### src/rtl/spi_pkg.sv
// Shared types and constants for the byte-wide SPI master.
package spi_pkg;

  localparam int SPI_BYTE_W = 8;
  localparam int SPI_MODE   = 0;

  typedef enum logic [2:0] {
    ST_IDLE,
    ST_LEAD,
    ST_SHIFT,
    ST_GAP,
    ST_LAG,
    ST_TRAIL
  } spi_state_e;

endpackage

### src/rtl/spi_sck_gen.sv
// SCK divider: toggles SCK every CLK_DIV enabled cycles, reports which edge the next clock makes.
module spi_sck_gen
  import spi_pkg::*;
#(
  parameter int CLK_DIV = 4
) (
  input  logic clk,
  input  logic rst_n,
  input  logic enable_i,
  input  logic restart_i,
  output logic sck_o,
  output logic rise_en_o,
  output logic fall_en_o
);

  localparam int CW = $clog2(CLK_DIV + 1);
  localparam logic [CW-1:0] CNT_TERM = CW'(CLK_DIV - 1);

  logic [CW-1:0] cnt_q, cnt_d;
  logic          sck_q, sck_d;
  logic          tick;

  // NOTE: every variable assigned here gets a default first, so no path leaves it unassigned (no latch).
  always_comb begin
    cnt_d = cnt_q;
    sck_d = sck_q;
    tick  = enable_i && !restart_i && (cnt_q == CNT_TERM);
    if (restart_i) begin
      cnt_d = '0;
      sck_d = 1'b0;
    end else if (enable_i) begin
      if (tick) begin
        cnt_d = '0;
        sck_d = ~sck_q;
      end else begin
        cnt_d = cnt_q + 1'b1;
      end
    end
  end

  // NOTE: sequential state uses non-blocking assignments so all registers update together at the edge.
  always_ff @(posedge clk or negedge rst_n) begin
    if (!rst_n) begin
      cnt_q <= '0;
      sck_q <= 1'b0;
    end else begin
      cnt_q <= cnt_d;
      sck_q <= sck_d;
    end
  end

  assign sck_o     = sck_q;
  assign rise_en_o = tick & ~sck_q;
  assign fall_en_o = tick & sck_q;

endmodule

### src/rtl/spi_byte_master.sv
// Mode-0, MSB-first SPI byte master with valid/ready byte input and pulsed byte output.
module spi_byte_master
  import spi_pkg::*;
#(
  parameter int CLK_DIV = 4,
  parameter int SS_GAP  = 4
) (
  input  logic                  CLOCK_Y2,
  input  logic                  RESET_N,
  input  logic [SPI_BYTE_W-1:0] TX_DATA,
  input  logic                  TX_VALID,
  input  logic                  TX_LAST,
  output logic                  TX_READY,
  output logic [SPI_BYTE_W-1:0] RX_DATA,
  output logic                  RX_VALID,
  output logic                  BUSY,
  output logic                  SCK,
  output logic                  MOSI,
  input  logic                  MISO,
  output logic                  SS
);

  localparam int WAIT_MAX = (CLK_DIV > SS_GAP) ? CLK_DIV : SS_GAP;
  localparam int WW       = $clog2(WAIT_MAX + 1);
  localparam logic [WW-1:0] LAG_TERM   = WW'(CLK_DIV - 1);
  localparam logic [WW-1:0] TRAIL_TERM = WW'(SS_GAP - 2);

  spi_state_e            state_q, state_d;
  logic [SPI_BYTE_W-1:0] tx_q, tx_d;
  logic [SPI_BYTE_W-1:0] rx_sr_q, rx_sr_d;
  logic [SPI_BYTE_W-1:0] rx_data_q, rx_data_d;
  logic                  rx_valid_q, rx_valid_d;
  logic                  last_q, last_d;
  logic                  ss_q, ss_d;
  logic [3:0]            bit_cnt_q, bit_cnt_d;
  logic [WW-1:0]         wait_q, wait_d;
  logic                  sck_en, sck_restart, rise_en, fall_en;

  spi_sck_gen #(.CLK_DIV(CLK_DIV)) u_sck_gen (
    .clk       (CLOCK_Y2),
    .rst_n     (RESET_N),
    .enable_i  (sck_en),
    .restart_i (sck_restart),
    .sck_o     (SCK),
    .rise_en_o (rise_en),
    .fall_en_o (fall_en)
  );

  always_comb begin
    state_d     = state_q;
    tx_d        = tx_q;
    rx_sr_d     = rx_sr_q;
    rx_data_d   = rx_data_q;
    rx_valid_d  = 1'b0;
    last_d      = last_q;
    ss_d        = ss_q;
    bit_cnt_d   = bit_cnt_q;
    wait_d      = wait_q;
    sck_en      = 1'b0;
    sck_restart = 1'b0;
    case (state_q)
      ST_IDLE, ST_GAP: begin
        if (TX_VALID) begin
          tx_d        = TX_DATA;
          last_d      = TX_LAST;
          ss_d        = 1'b0;
          bit_cnt_d   = '0;
          sck_restart = 1'b1;
          state_d     = ST_LEAD;
        end
      end
      ST_LEAD: begin
        sck_en = 1'b1;
        if (rise_en) begin
          rx_sr_d = {rx_sr_q[SPI_BYTE_W-2:0], MISO};
          state_d = ST_SHIFT;
        end
      end
      ST_SHIFT: begin
        sck_en = 1'b1;
        if (rise_en) rx_sr_d = {rx_sr_q[SPI_BYTE_W-2:0], MISO};
        if (fall_en) begin
          if (bit_cnt_q == 4'd7) begin
            // Last fall: MOSI holds, the assembled byte is published for one cycle.
            bit_cnt_d  = 4'd8;
            rx_data_d  = rx_sr_q;
            rx_valid_d = 1'b1;
            wait_d     = '0;
            state_d    = last_q ? ST_LAG : ST_GAP;
          end else begin
            bit_cnt_d = bit_cnt_q + 4'd1;
            tx_d      = {tx_q[SPI_BYTE_W-2:0], 1'b0};
          end
        end
      end
      ST_LAG: begin
        if (wait_q == LAG_TERM) begin
          ss_d    = 1'b1;
          wait_d  = '0;
          // The IDLE cycle that accepts the next byte is the final SS-high cycle of the gap.
          state_d = (SS_GAP > 1) ? ST_TRAIL : ST_IDLE;
        end else begin
          wait_d = wait_q + 1'b1;
        end
      end
      ST_TRAIL: begin
        if (wait_q == TRAIL_TERM) state_d = ST_IDLE;
        else                      wait_d  = wait_q + 1'b1;
      end
      default: state_d = ST_IDLE;
    endcase
  end

  always_ff @(posedge CLOCK_Y2 or negedge RESET_N) begin
    if (!RESET_N) begin
      state_q    <= ST_IDLE;
      tx_q       <= '0;
      rx_sr_q    <= '0;
      rx_data_q  <= '0;
      rx_valid_q <= 1'b0;
      last_q     <= 1'b0;
      ss_q       <= 1'b1;
      bit_cnt_q  <= '0;
      wait_q     <= '0;
    end else begin
      state_q    <= state_d;
      tx_q       <= tx_d;
      rx_sr_q    <= rx_sr_d;
      rx_data_q  <= rx_data_d;
      rx_valid_q <= rx_valid_d;
      last_q     <= last_d;
      ss_q       <= ss_d;
      bit_cnt_q  <= bit_cnt_d;
      wait_q     <= wait_d;
    end
  end

  assign TX_READY = (state_q == ST_IDLE) || (state_q == ST_GAP);
  assign BUSY     = (state_q != ST_IDLE);
  assign RX_DATA  = rx_data_q;
  assign RX_VALID = rx_valid_q;
  assign MOSI     = tx_q[SPI_BYTE_W-1];
  assign SS       = ss_q;

endmodule

### config.mk
export PLATFORM = sky130hd
export DESIGN_NAME = spi_byte_master
export DESIGN_NICKNAME = d
export VERILOG_FILES = /design/src/rtl/spi_pkg.sv /design/src/rtl/spi_sck_gen.sv /design/src/rtl/spi_byte_master.sv
export SDC_FILE = /design/constraint.sdc
export NUM_CORES = 1
export LEC_CHECK = 0
export ABC_AREA = 1
export BUFFER_PORTS_ARGS = -buffer_cell sky130_fd_sc_hd__buf_2
export CORE_MARGIN = 4
export CORE_UTILIZATION = 51
export CTS_CLUSTER_DIAMETER = 100
export CTS_CLUSTER_SIZE = 30
export DETAILED_ROUTE_END_ITERATION = 12
export GPL_ROUTABILITY_DRIVEN = 0
export PLACE_DENSITY = 0.79
export SYNTH_ARGS = -nofsm -noshare
export SYNTH_HDL_FRONTEND = slang
export SYNTH_SLANG_ARGS = --single-unit
### constraint.sdc
create_clock -name CLOCK_Y2 -period 1.4 [get_ports CLOCK_Y2]
set_input_delay 0.28 -clock CLOCK_Y2 [delete_from_list [all_inputs] [get_ports CLOCK_Y2]]
set_output_delay 0.28 -clock CLOCK_Y2 [all_outputs]
set_load 0.005 [all_outputs]
==> impl_metrics.yaml <==
critical_path:
  worstRegToRegCells: 7
  path_max_fanout: 4
  cp.required_ps: 1120
  crit_type: "reg2out"
  crit_path_start_kind: "register"
  worstPathCellList: "buf_6, nand2_4, nand3_4, buf_6, inv_2, buf_2"
  cpMostUsedCell: "buf_6"
  end_kind: "output port"
  slowest_delay_ps: 430
  arrival_ps: 1270
  crit_slowest_cell: "dfrtp_1"
clock_network:
  cts_tree: "done"
  clock_latency_ps: 300
  cts_buffer_depth: 2
  htreeDepth: 2
  numCtsBuffers: 5
  clock-sinks: 41
  clkTransAtPathRegs_ps: 70
  root_buffer: "clkbuf_8"
synthesis:
  synth_top_area_share: 0.507
  synth_compound_area_frac: 0.126
  syn_area_per_cell_um2: 8.90
  synth.most_common_cell: "nand2_1"
  yosysTopAreaCell: "dfrtp_1"
  synth-edff-count: 0
  syn_nets: 241
  yosys_warnings: 0
  yosys.area_share.adder: 0.0380
  synth_common_cells: "57 x nand2_1, 40 x dfrtp_1, 28 x inv_1"
  synth_mux_area_frac: 0.0355
  synth-simple-area-share: 0.205
  synth-seq-area-share: 0.520
  synth_top_family_by_area: "simple AND/OR/NAND/NOR gates"
  syn_area_um2: 1980
  synth.distinct_cells: 27
  async_reset_ff_frac: 1.00
  syn_inst: 222
  synth_area_leaders: "dfrtp_1 51%, nand2_1 11%, o21ai_0 6.8%"
  synth-xor-area-share: 0.00443
  synth-main-ff-cell: "dfrtp_1"
  yosys_register_bits: 41
sta:
  hold_viol: 0
  skew_ps: 8.35
  clock.fmax_ghz: 0.644
  finalWorstSetupSlack_ps: -152
  worst_pin_slew_ps: 328
  finalCritPeriodShare: 1.11
  finalSetupTns_ps: -3260
  relSlewSlack: 0.781
  setup_violations: 42
  finalMaxSlewViolations: 0
  fin_crit_ps: 1550
  rsz0062_at_grt: "yes"
placement:
  io_buffers: 26
  place_area_um2: 2340
  place_ws_ps: -93.5
  dp.cells: 314
  dp_hpwl_um: 2870
detailed_routing:
  top_layer_used: "met4"
  ant_nets: 0
  wl_met3_um: 204
  wl_met2_um: 2610
  dr.pass1.iters: 4
  wl_per_cell_um: 15.2
  drc: 0
  met1_length_um: 2170
  viasPerCell: 5.30
  routed_wl_um: 5160
  vias: 1796
  drt_iter0_drc: 139
floorplanning:
  die_y_um: 70.2
  initial_core_util: 0.532
  core_region_area_um2: 3720
  io_pins: 27
  die_w_um: 70.2
  rows: 22
  dieArea_um2: 4930
power_and_ir_drop:
  power_per_cell_area_nw_per_um2: 2090
  power_mw: 5.95
  p_leak_nw: 1.47
  ir_worst_vdd_mv: 1.39
finish:
  area_growth_syn_to_layout_pct: 44.0
  layout-drive-gt1-share: 0.443
  nNetsFinal: 311
  stdcell_count: 339
  antenna_cells: 0
  fin_area_um2: 2850
  fillers: 226
global_route:
  grt_pass1_vias: 1676
  grt_pass1_wl_um: 7770
  grt_max_degree: 30
  grt_usage: 0.200
  grt.overflow.total: 0
  antenna_found_initial: 0
min_path:
  whs_path_depth: 3
  hold_class: "in2reg"
run:
  cap_viol_max_count: 0
run_status:
  status: "finished, violations left"
  violations: "negative setup slack"
registers in the layout, indices dropped and copies added (netlist names):
signal           cells
RX_DATA              8
u_sck_gen.cnt_q      3
SS                   1
state_q              3
wait_q               3
tx_q                 8
RX_VALID             1
last_q               1
bit_cnt_q            4
u_sck_gen.sck_o      1
rx_sr_q              8
cell type report:
cell class                 count  area, µm²  share of cell area
clock buffer                   5       68.8              0.0242
clock inverter                 1       5.00             0.00176
inverter                      29        109              0.0383
multi-input combinational    149       1020               0.359
sequential                    41       1030               0.361
tap                           48       60.1              0.0211
timing repair buffer          66        554               0.195
layout by cell type (no fill, tap or decap), drive strengths merged, types with 2 or more instances in the layout:
master  netlist  layout
buf           4      63
nor2         13      13
nor3          2       2
ha            6       6
clkbuf        0       7
mux2i         7       7
o21ai        35      35
nand2        60      61
a21oi         2       2
nand3        12      12
dfrtp        40      40
inv          29      29
nand4         3       3
stage by stage:
stage,hold WS [ps],utilization
5_1_grt,187,0.766
3_5_place_dp,195,0.629
6_report,192,0.766
2_1_floorplan,-15.6,-
3_3_place_gp,197,0.629
4_1_cts,217,0.710
worst max-delay path: cells and delay by family, from the launching register on:
kind                   cells  cell delay, ps
flip-flops                 1             430
buffers and inverters      4             390
AND/OR/NAND/NOR            2             160
repair_timing:
item | CTS | global route
pin swaps | 5 | 9
gates cloned | 2 | 2
setup buffers | 11 | 5
hold buffers | 1 | 0
resized for setup | 30 | 48
hold endpoints to repair | 11 | 0
endpoints found under the setup margin | 36 | 42
cell families (layout without fill, tap and decap cells):
kind of cell | Yosys count | count (layout)
flip-flops | 41 | 41
buffers and inverters | 33 | 101
multiplexers | 7 | 7
AND/OR/NAND/NOR | 92 | 93
AO/OA/AOI/OAI | 42 | 42
XOR/XNOR | 1 | 1
adder cells (fa/ha/maj) | 6 | 6
metal layers:
layer  GRT usage  vias to the layer above
met5           0                        -
met4      0.0745                        0
met3      0.0518                       19
met2       0.338                       58
met1       0.245                      856
li1            -                      863
power by group:
group | total (mW) | leakage (nW) | internal [mW] | switching, mW
logic | 3.54 | 0.892 | 1.60 | 1.94
clock network | 0.709 | 0.0399 | 0.328 | 0.381
registers | 1.70 | 0.542 | 1.50 | 0.200
worst paths after layout:
check / startpoint / end / slack [ps]
max in group asynchronous: RESET_N / tx_q[2] / 530
max: state_q[1] / TX_READY / -150
min in group asynchronous: RESET_N / state_q[0] / 410
max reg2reg: state_q[1] / state_q[0] / -130
min reg2reg: RX_DATA[4] / RX_DATA[4] / 480
min: TX_LAST / last_q / 190
Power figures use the tool's default switching activity.
